File: src/rtl/decoder_pkg.sv
// Shared types and helpers for the one-hot decoder family.
package decoder_pkg;

  typedef enum logic [1:0] {
    IDLE   = 2'd0,
    DIRECT = 2'd1,
    SCAN   = 2'd2
  } state_t;

  localparam logic MODE_DIRECT = 1'b0;
  localparam logic MODE_SCAN   = 1'b1;

  // Widest select any decoder in this family supports; callers slice the result.
  localparam int MAX_SEL_W = 8;

  function automatic logic [2**MAX_SEL_W-1:0] onehot(input logic [MAX_SEL_W-1:0] sel);
    logic [2**MAX_SEL_W-1:0] v;
    v      = '0;
    v[sel] = 1'b1;
    return v;
  endfunction

endpackage

File: src/rtl/onehot_dec.sv
// Combinational select -> one-hot decode; en=0 drives every line low.
module onehot_dec #(
  parameter int SEL_W = 3
) (
  input  logic                en,
  input  logic [SEL_W-1:0]    sel,
  output logic [2**SEL_W-1:0] dec
);

  for (genvar i = 0; i < 2**SEL_W; i++) begin : g_line
    assign dec[i] = en & (sel == SEL_W'(i));
  end

endmodule

File: src/rtl/scan_decoder.sv
// Registered N-to-2^N one-hot decoder with a handshaked DIRECT mode and an
// auto-advancing SCAN mode with programmable per-line dwell.
module scan_decoder
  import decoder_pkg::*;
#(
  parameter int SEL_W      = 3,
  parameter int DWELL_W    = 8,
  parameter bit ACTIVE_LOW = 1'b0
) (
  input  logic                clk,
  input  logic                rst_n,
  input  logic                en,
  input  logic                mode,
  input  logic                addr_valid,
  input  logic [SEL_W-1:0]    addr,
  output logic                addr_ready,
  input  logic [DWELL_W-1:0]  dwell,
  output logic [2**SEL_W-1:0] dec_out,
  output logic [SEL_W-1:0]    cur_sel,
  output logic                line_act,
  output logic                wrap
);

  localparam int               LINES    = 2**SEL_W;
  localparam logic [LINES-1:0] IDLE_LVL = {LINES{ACTIVE_LOW}};
  localparam logic [LINES-1:0] LINE0    = LINES'(1);

  state_t                      state;
  logic [SEL_W-1:0]            sel_q;
  logic [DWELL_W-1:0]          cnt_q;
  logic                        act_q;
  logic                        wrap_q;
  logic [LINES-1:0]            dec_q;

  // Decoder 0 serves DIRECT accepts, decoder 1 pre-decodes the next scan line,
  // so the output flop loads a ready-made one-hot word in either mode.
  logic [1:0][SEL_W-1:0]       dec_sel;
  logic [1:0][LINES-1:0]       dec_vec;

  assign dec_sel[0] = addr;
  assign dec_sel[1] = sel_q + 1'b1;

  for (genvar g = 0; g < 2; g++) begin : g_dec
    onehot_dec #(.SEL_W(SEL_W)) u_dec (
      .en  (1'b1),
      .sel (dec_sel[g]),
      .dec (dec_vec[g])
    );
  end

  function automatic logic [LINES-1:0] pol(input logic [LINES-1:0] v);
    return ACTIVE_LOW ? ~v : v;
  endfunction

  assign addr_ready = en & (mode == MODE_DIRECT);

  always_ff @(posedge clk or negedge rst_n) begin
    if (!rst_n) begin
      state  <= IDLE;
      sel_q  <= '0;
      cnt_q  <= '0;
      act_q  <= 1'b0;
      wrap_q <= 1'b0;
      dec_q  <= IDLE_LVL;
    end else begin
      wrap_q <= 1'b0;
      if (!en) begin
        state <= IDLE;
        sel_q <= '0;
        cnt_q <= '0;
        act_q <= 1'b0;
        dec_q <= IDLE_LVL;
      end else if (mode == MODE_SCAN) begin
        act_q <= 1'b1;
        if (state != SCAN) begin
          state <= SCAN;
          sel_q <= '0;
          cnt_q <= dwell;
          dec_q <= pol(LINE0);
        end else if (cnt_q == '0) begin
          // dwell is sampled only here, so mid-line changes wait for the next line
          sel_q  <= sel_q + 1'b1;
          cnt_q  <= dwell;
          dec_q  <= pol(dec_vec[1]);
          wrap_q <= (sel_q == '1);
        end else begin
          cnt_q <= cnt_q - 1'b1;
        end
      end else begin
        state <= DIRECT;
        cnt_q <= '0;
        if (addr_valid) begin
          sel_q <= addr;
          act_q <= 1'b1;
          dec_q <= pol(dec_vec[0]);
        end else if (state != DIRECT) begin
          // entering DIRECT without an accept: dark until the first address
          sel_q <= '0;
          act_q <= 1'b0;
          dec_q <= IDLE_LVL;
        end
      end
    end
  end

  assign dec_out  = dec_q;
  assign cur_sel  = sel_q;
  assign line_act = act_q;
  assign wrap     = wrap_q;

endmodule

File: config.mk
export PLATFORM = sky130hd
export DESIGN_NAME = scan_decoder
export DESIGN_NICKNAME = d
export VERILOG_FILES = /design/src/rtl/decoder_pkg.sv /design/src/rtl/onehot_dec.sv /design/src/rtl/scan_decoder.sv
export SDC_FILE = /design/constraint.sdc
export NUM_CORES = 1
export LEC_CHECK = 0
export CAP_MARGIN = 40
export CORE_ASPECT_RATIO = 1.5
export CORE_UTILIZATION = 51
export CTS_BUF_LIST = sky130_fd_sc_hd__clkbuf_4
export DETAILED_ROUTE_END_ITERATION = 8
export HOLD_SLACK_MARGIN = 0.15
export PLACE_DENSITY = 0.79
export SYNTH_ARGS = -nofsm -noshare
export SYNTH_HDL_FRONTEND = slang
export SYNTH_SLANG_ARGS = --single-unit
File: constraint.sdc
create_clock -name clk -period 2.1 [get_ports clk]
set_input_delay 0.42 -clock clk [delete_from_list [all_inputs] [get_ports clk]]
set_output_delay 0.42 -clock clk [all_outputs]
set_load 0.02 [all_outputs]
Word-level counts from Yosys, hierarchy flattened
Cells that the tools add are included.
{"block": "word_totals", "reg_bits": 23, "in_bits": 16, "output_inout_bits": 14, "word_cells": 61}
{"block": "op_classes", "n_addsub": 2, "n_eq_ne": 20, "n_mux": 27, "bitwise_logic": 2, "reduce_logical": 4}
{"cell": "$mux 8", "n": 10}
{"cell": "$eq 3x3->1 const B", "n": 9}
{"cell": "$mux 3", "n": 6}
{"cell": "$eq 3x2->1 const B", "n": 4}
{"cell": "$logic_not 8->1", "n": 1}
{"cell": "$mux 1", "n": 8}
{"cell": "$sub 8x1->8 const B", "n": 1}
{"cell": "$eq 3x1->1 const B", "n": 2}
{"cell": "$logic_not 3->1", "n": 2}
{"cell": "$mux 2", "n": 3}
{"cell": "$ne 4x1->1 const B", "n": 1}
{"cell": "$ne 4x2->1 const B", "n": 1}
{"cell": "$add 3x1->3 const B", "n": 1}
{"cell": "$ne 3x2->1 const B", "n": 1}
{"cell": "$ne 2x1->1 const B", "n": 1}
{"cell": "$ne 2x2->1 const B", "n": 1}
{"cell": "$reduce_and 2->1", "n": 1}
{"cell": "$and 1x1->1", "n": 1}
{"cell": "$not 1->1", "n": 1}

Longest topological paths before layout
Gate-level depths: netlist (run 1).
{"block": "logic_depth", "ltp_word": 6, "mapped_depth": 6, "depth_no_buf": 6}

By module
A second synthesis (run 1) with hierarchy kept.
{"block": "hier_totals", "cells_unflattened": 124, "hier_area_um2": 1445.1}
{"mod": "scan_decoder", "instances": 1, "cells_per_inst": 108, "area_per_inst_um2": 1252.5, "seq_area_each_um2": 575.6}
{"mod": "onehot_dec", "instances": 2, "cells_per_inst": 8, "area_per_inst_um2": 96.3, "seq_area_each_um2": 0.0}

Worst setup path after synthesis (run 1)
Ideal clock, no wire load.
{"block": "synth_path", "kind": "flip-flop to flip-flop", "startpoint": "reg cnt_q[2]", "endpoint": "reg dec_q[0], in the netlist dec_out[0]", "setup_time_ns": 0.125, "arrival_ns": 1.594, "required_time_ns": 1.975, "path_slack_ns": 0.381, "stages_incl_launch_ff": 6, "path_buffers": 1, "period_less_slack_ns": 1.719, "cell_sequence": "dfrtp_1 nor4_4 and3_4 a2bb2oi_4 buf_12 mux2_4"}
{"block": "synth_between", "elab_chain_cells": 3}
{"element": "start: declaration", "line": "scan_decoder.sv:30", "rtl": "logic [DWELL_W-1:0] cnt_q;"}
{"element": "start signal: assignment", "line": "scan_decoder.sv:78", "rtl": "cnt_q <= dwell;"}
{"element": "start signal: assignment", "line": "scan_decoder.sv:83", "rtl": "cnt_q <= dwell;"}
{"element": "start signal: assignment", "line": "scan_decoder.sv:87", "rtl": "cnt_q <= cnt_q - 1'b1;"}
{"element": "$logic_not 8->1", "line": "scan_decoder.sv:80", "rtl": "end else if (cnt_q == '0) begin"}
{"element": "$ne 4x2->1 (no source line)"}
{"element": "$reduce_and 2->1 (no source line)"}
{"element": "end signal: assignment", "line": "scan_decoder.sv:79", "rtl": "dec_q <= pol(LINE0);"}
{"element": "end signal: assignment", "line": "scan_decoder.sv:84", "rtl": "dec_q <= pol(dec_vec[1]);"}
{"element": "end signal: assignment", "line": "scan_decoder.sv:95", "rtl": "dec_q <= pol(dec_vec[0]);"}
{"element": "end: declaration", "line": "scan_decoder.sv:33", "rtl": "logic [LINES-1:0] dec_q;"}
Every way passes these cells.
A chain may end at the register's enable or synchronous reset.

Worst setup path in the final report (run 1)
{"block": "layout_path", "startpoint": "reg cnt_q[2]", "endpoint": "reg dec_q[6], in the netlist dec_out[6]"}
The elaborated chain is that of the path after synthesis.

==> results.txt, run 1 <==
----------------------------------------------------
[Worst setup path]
  Data arrival time of the worst path ... 2060 ps
  Endpoint type of the worst setup path ... flop
  Required time worst endpoint ... 2300 ps
  Critical path cell sequence ... nor4_4 > and3_4 > a2bb2oi_4 > buf_12 > mux2_2
  R2r startpoint ... cnt_q[2]
  WP buf/inv ... 1
  Crit-path slowest cell ... dfrtp_1
  CP max stage delay ... 470 ps
  Kind of critical path ... flop to flop
  Family with the most delay on the worst path ... simple AND/OR/NAND/NOR gates
  Largest fanout of any net on the critical path ... 11
  Critical path launch point ... cnt_q[2]
  Sort of element at the start of the critical path ... flop

[Synthesis]
  Most common library cells after synthesis ... 23 x dfrtp_1, 12 x nor2_1, 8 x ha_1, 7 x inv_1, 7 x mux2_4
  Nets in the synthesized netlist ... 139
  Yosys Warn Count ... 0
  Most numerous cell in the Yosys netlist ... dfrtp_1
  Cell types occupying the most area after synthesis ... dfrtp_1 43%, mux2_4 7.9%, ha_1 7.6%, nor2_1 3.4%, a22o_1 3.3%
  Primary FF master, synth ... dfrtp_1
  Post-synthesis instance area ... 1324 sq um
  Gate Count Post-Synth ... 115
  Asr flop ratio synth ... 100.0%
  Fraction of post-synthesis cell area in the top cell type by area ... 43.48%
  Cell type contributing the most total cell area after synthesis ... dfrtp_1
  Flop and latch count out of synthesis ... 23
  Sequential element share of the synthesized area ... 43.48%
  Syn avg cell area ... 11.51 sq um
  Distinct cells, synth ... 35
  Number of synthesized flops with an enable pin ... 0

[Floorplan]
  Vertical extent of the die ... 64.40 um
  Effective utilization at floorplan ... 54.03%
  Total I/O pin count ... 30
  Standard-cell rows ... 22
  Chip width ... 43.60 um
  Area of the core ... 2450 sq um
  DIE AREA ... 2808 sq um

[Power]
  Leakage ... 0.0008221 uW
  Internal power of the cells ... 634.0 uW
  Combinational cell fraction of total power ... 22.3%
  Part of the total power dissipated in the clock network ... 23.0%
  Switching power share of the total ... 27.32%
  Switching power total ... 238.4 uW
  Total power per unit cell area ... 510.0 nW/um^2
  Total power draw ... 872.4 uW
  Flop pwr share ... 54.7%
  Worst voltage drop across the vdd grid ... 0.4387 mV

[Status]
  Failing checks ... DRC
  Status ... complete, but fails checks

[Run]
  Max-cap violations ... 0

[STA]
  Number of endpoints with negative hold slack in the final report ... 0
  Tmin final ... 1853 ps
  Final worst-path setup slack ... 246.8 ps
  Count of final setup violators ... 0
  Max-slew violations ... 0
  Post-Route Setup TNS ... 0 ps
  Final Skew ... 2.714 ps
  Maximum clock rate ... 539.6 MHz
  RSZ-0062 raised after global routing ... false
  Final worst-path cycle share ... 88.25%
  Relative slew margins ... 74.87%
  Pin slew with the least headroom to its limit ... 376.2 ps

[Clocking]
  TritonCTS clock tree ... done
  Clock buffer count from CTS ... 3
  CTS H-tree depth ... 1
  Clock sink total ... 23
  Root buffer cell ... clkbuf_4
  Clock input transition at the sequential cells of the worst setup and hold paths ... 130 ps
  Longest Clk Path Bufs ... 2
  Clock latency at the later pin of the worst-skew pair ... 300 ps
  Buffers inserted by post-CTS timing repair ... 0

[Final layout]
  Total of fill cells in the finished design ... 167
  Area used by multi-input combinational logic ... 696.9 sq um
  Footprint of the flip-flops and latches ... 575.6 sq um
  Relative area change from synthesis to final layout ... 29.21%
  Number of nets in the layout ... 178
  Layout cells sized above 1 ... 15.03%
  Number of diodes added for antenna fixing ... 0

[Global route]
  Overflow left after global routing ... 0
  Largest net degree at the start of global routing ... 24
  Via count of the first global-routing pass ... 1,046
  Antenna violations before repair ... 0
  First-pass GRT wire length ... 4519 um
  Total routing usage reported by global routing ... 21.27%

[Placed design]
  Dpl hpwl ... 2073 um
  Global placer's final weighted congestion ... 0.7878
  Setup slack at placement ... -20.72 ps
  Number of port buffers ... 29

[Route]
  Via Count ... 1,048
  First-pass DRT Iterations ... 6
  Number of DRC violations after detailed routing ... 4
  Final routed wire length divided by cell count ... 14.70 um
  Total wire length after detailed routing ... 2602 um
  Count of nets left with antenna violations after detail routing ... 0
  Number of violations reported at the end of detailed-routing iteration 0 ... 49
  Via density per instance ... 5.921

[Min path]
  Worst Hold Class ... primary input to asynchronous set/reset pin

----------------------------------------------------
==> metal layers <==
metal	global-route usage, %	wire length [um]
met4	10.16	64
met3	3.107	107
met5	0	0
met1	23.51	1018
met2	38.06	1412
==> worst reg2reg max path: stages (launching register included) <==
cell,delay (ps)
dfrtp_1,470
nor4_4,360
and3_4,270
a2bb2oi_4,160
buf_12,160
mux2_2,330
==> path summary, 6_finish.rpt <==
kind                               to  slack [ps]  depth (start not counted)
hold reg to reg            dec_out[4]         530                          1
hold / removal                   wrap         450                          2
setup / recovery           dec_out[6]         250                          5
setup reg to reg           dec_out[6]         250                          5
max in group asynchronous    line_act        1420                          2
min in group clk           dec_out[4]         530                          1
==> layout by cell type, fill, tap and decap left out, types with 2 or more instances in the layout <==
cell type and instances:
dfrtp_1 23, mux2_4 7, a22oi_1 2, a22o_1 5, o21ai_0 4, nor2b_1 5
nand2_1 4, mux2i_1 3, ha_1 8, xnor2_1 3, and3b_1 2, nor2_1 12
clkdlybuf4s50_1 28, buf_4 6, a21oi_1 5, clkbuf_4 3, xor2_1 2, a32o_1 2
a211oi_1 3, inv_1 7
==> power by group through the flow <==
stage	logic, uW	registers, uW	clock network (uW)
after detailed placement	195	486	0
after CTS	195	477	207
after global routing	214	480	225
after global placement	189	485	0
after floorplan	103	492	0
final	194	478	201
==> state kept, by name (all words and copies together) (netlist names) <==
signal and count:
dec_out 8, wrap 1, cnt_q 8, cur_sel 3, state 2, line_act 1
==> logic make-up (layout without fill, tap and decap cells) <==
family	after synthesis	in the layout	synth area share [%]
and+or+nand+nor	32	32	14.65
AOI/OAI and AO/OA	27	27	16.07
DFF	23	23	43.48
muxes	11	11	11.06
buffers and inverters	9	47	3.875
adders and majority gates	8	8	7.562
xor gates and xnor gates	5	5	3.309
==> final cells by class <==
class                      instances  area share, %
inverter                           7          1.536
clock inverter                     1         0.2926
tap                               24          1.756
clock buffer                       3          1.317
sequential                        23          33.65
timing repair buffer              36          20.70
multi-input combinational         83          40.75
==> repair_timing <==
action                                  CTS  global route
resized for setup                         1             0
hold buffers                              0             0
endpoints found under the setup margin    1             0
==> per-stage QoR <==
step	utilization, %	instance area [sq um]	cells	hold slack, ps
2_1_floorplan	-	1324	115	124.4
3_3_place_gp	68.44	1677	172	497.8
3_5_place_dp	68.74	1684	173	502.4
4_1_cts	69.82	1710	177	453.1
5_1_grt	69.82	1710	177	467.1
6_report	69.82	1710	177	449.3
(Power assumes the default switching activity.)
==> run 2, diff against run 1 <==
--- a/config.mk
+++ b/config.mk
@@ -6,12 +6,12 @@
 export NUM_CORES = 1
 export LEC_CHECK = 0
 export CAP_MARGIN = 40
-export CORE_ASPECT_RATIO = 1.5
-export CORE_UTILIZATION = 51
+export CORE_UTILIZATION = 45
 export CTS_BUF_LIST = sky130_fd_sc_hd__clkbuf_4
 export DETAILED_ROUTE_END_ITERATION = 8
 export HOLD_SLACK_MARGIN = 0.15
-export PLACE_DENSITY = 0.79
+export PLACE_DENSITY = 0.71
 export SYNTH_ARGS = -nofsm -noshare
 export SYNTH_HDL_FRONTEND = slang
 export SYNTH_SLANG_ARGS = --single-unit
+export TNS_END_PERCENT = 100
==> run 2 against run 1 <==
Against the previous run: fmax decreased by 3.4%; worst setup slack got worse by 65 ps; die area increased by 13%; first-iteration DRC count decreased by 55%; utilization decreased by 8.0 points; global-route usage decreased by 3.0 points; routed wire length increased by 1.9%; largest cell class unchanged; final cell count increased by 4.0%; the run now ends clean; clock power increased by 4%.
==> results.txt, run 2 (synthesis gave the netlist of run 1 again) <==
----------------------------------------------------
[Power]
  Total power per unit cell area ... 513.4 nW/um^2
  Switching power share of the total ... 28.12%
  Internal power of the cells ... 634.4 uW
  Leakage ... 0.0008210 uW
  Flop pwr share ... 54.1%
  Part of the total power dissipated in the clock network ... 23.8%
  Worst voltage drop across the vdd grid ... 0.4233 mV
  Combinational cell fraction of total power ... 22.1%
  Switching power total ... 248.1 uW

[STA]
  Max-slew violations ... 0
  Final worst-path cycle share ... 91.34%
  Final Skew ... 9.400 ps
  Number of endpoints with negative hold slack in the final report ... 0
  Count of final setup violators ... 0
  RSZ-0062 raised after global routing ... false
  Tmin final ... 1918 ps
  Pin slew with the least headroom to its limit ... 488.5 ps
  Maximum clock rate ... 521.3 MHz
  Relative slew margins ... 67.28%
  Post-Route Setup TNS ... 0 ps

[Final layout]
  Final Util ... 61.81%
  Relative area change from synthesis to final layout ... 29.87%
  Final instance area ... 1719 sq um
  Number of diodes added for antenna fixing ... 0
  Number of nets in the layout ... 178
  Final cell count without fillers ... 184
  Commonest non-fill, non-tap cell in the layout ... clkdlybuf4s50_1
  Layout cells sized above 1 ... 15.03%
  Most used cells in the layout excluding fill and tap cells ... 28 x clkdlybuf4s50_1, 23 x dfrtp_1, 12 x nor2_1

[Floorplan]
  Effective utilization at floorplan ... 47.59%
  Total I/O pin count ... 30
  Standard-cell rows ... 19
  Area of the core ... 2781 sq um
  Vertical extent of the die ... 56.24 um
  Chip width ... 56.24 um
  DIE AREA ... 3162 sq um

[Worst setup path]
  Endpoint type of the worst setup path ... flop
  Data arrival time of the worst path ... 2130 ps
  Kind of critical path ... flop to flop
  Largest fanout of any net on the critical path ... 9
  CP max stage delay ... 480 ps
  Crit-path slowest cell ... dfrtp_1
  Critical path cell sequence ... nor4_4 > and3_4 > a2bb2oi_4 > buf_12 > mux2_4
  Sort of element at the start of the critical path ... flop
  Required time worst endpoint ... 2310 ps

[Placed design]
  Cell Area, Placed ... 1665 sq um
  Number of placed cells counting well taps ... 178
  Number of port buffers ... 29
  Dpl hpwl ... 2017 um
  Global placer's final weighted congestion ... 0.8022

[Global route]
  Via count of the first global-routing pass ... 995
  First-pass GRT wire length ... 4485 um
  Overflow left after global routing ... 0
  Largest net degree at the start of global routing ... 24
  Antenna violations before repair ... 0
  Total routing usage reported by global routing ... 18.29%

[Status]
  Status ... finished clean

[Clocking]
  CTS H-tree depth ... 1
  TritonCTS clock tree ... done
  Clock input transition at the sequential cells of the worst setup and hold paths ... 140 ps
  Number of hold-repair buffers added at the cts stage ... 0
  Root buffer cell ... clkbuf_4
  Longest Clk Path Bufs ... 2
  Clock sink total ... 23
  Clock latency at the later pin of the worst-skew pair ... 320 ps
  Clock buffer count from CTS ... 3

[Route]
  Via Count ... 977
  First-pass DRT Iterations ... 4
  Final routed wire length divided by cell count ... 14.41 um
  Count of nets left with antenna violations after detail routing ... 0
  Via density per instance ... 5.310
  Number of DRC violations after detailed routing ... 0
  Number of violations reported at the end of detailed-routing iteration 0 ... 22
  Total wire length after detailed routing ... 2652 um

[Run]
  Max-cap violations ... 0

[Min path]
  Worst Hold Class ... primary input to asynchronous set/reset pin

----------------------------------------------------
-- run 2: cell counts in the layout (fill, tap and decap cells not counted) --
Identical to the previous run, type by type.
-- run 2: power by group through the flow --
stage	logic [uW]	registers (uW)	clock network, uW
CTS	191	478	212
floorplan	103	492	0
finish	195	478	210
global route	213	480	230
global placement	184	486	0
detailed placement	190	486	0
-- run 2: worst max-delay path, delay by kind of cell, from the launching register on --
| kind | cells | cell delay [ps] |
|---|---|---|
| simple gates | 2 | 670 |
| flops | 1 | 480 |
| mux | 1 | 300 |
| compound gates | 1 | 190 |
| buf+inv | 1 | 160 |
-- run 2: area by class of cell --
| cell class | count | area, sq um |
|---|---|---|
| Clock buffer | 3 | 22.52 |
| Clock inverter | 1 | 5.005 |
| Fill cell | 244 | 1062 |
| Inverter | 7 | 26.28 |
| Multi-Input combinational cell | 83 | 696.9 |
| Sequential cell | 23 | 575.6 |
| Tap cell | 31 | 38.79 |
| Timing Repair Buffer | 36 | 354.1 |
-- run 2: worst paths after layout --
check	start	cells after the start	to	slack, ps
worst max register to register	cnt_q[2]	5	dec_out[3]	180
worst max-delay path	cnt_q[2]	5	dec_out[3]	180
worst min register to register	dec_out[7]	1	dec_out[7]	530
min in group clk	dec_out[7]	1	dec_out[7]	530
worst min-delay path	rst_n	2	cnt_q[4]	450
max in group asynchronous	rst_n	2	dec_out[0]	1420
-- run 2: timing repair --
| item | in CTS | in global routing |
|---|---|---|
| setup endpoints to repair | 1 | 1 |
| buffers inserted | 0 | 2 |
| gates resized for setup | 1 | 0 |
-- run 2: through the flow --
step	hold WS, ps	power [uW]	setup slack, ps
floorplan	124.4	594.3	380.7
finish	446.9	882.6	181.9
global route	474.0	923.6	117.8
CTS	458.2	880.8	49.08
global placement	497.3	670.0	5.597
detailed placement	499.6	676.7	-37.24
-- run 2: per-layer routing --
metal | GRT usage, % | vias to the layer above | wire length (um)
met5 | 0 | - | 0
met4 | 5.226 | 0 | 30
met3 | 2.326 | 4 | 95
met2 | 29.25 | 20 | 1190
met1 | 26.13 | 463 | 1336
li1 | - | 490 | -
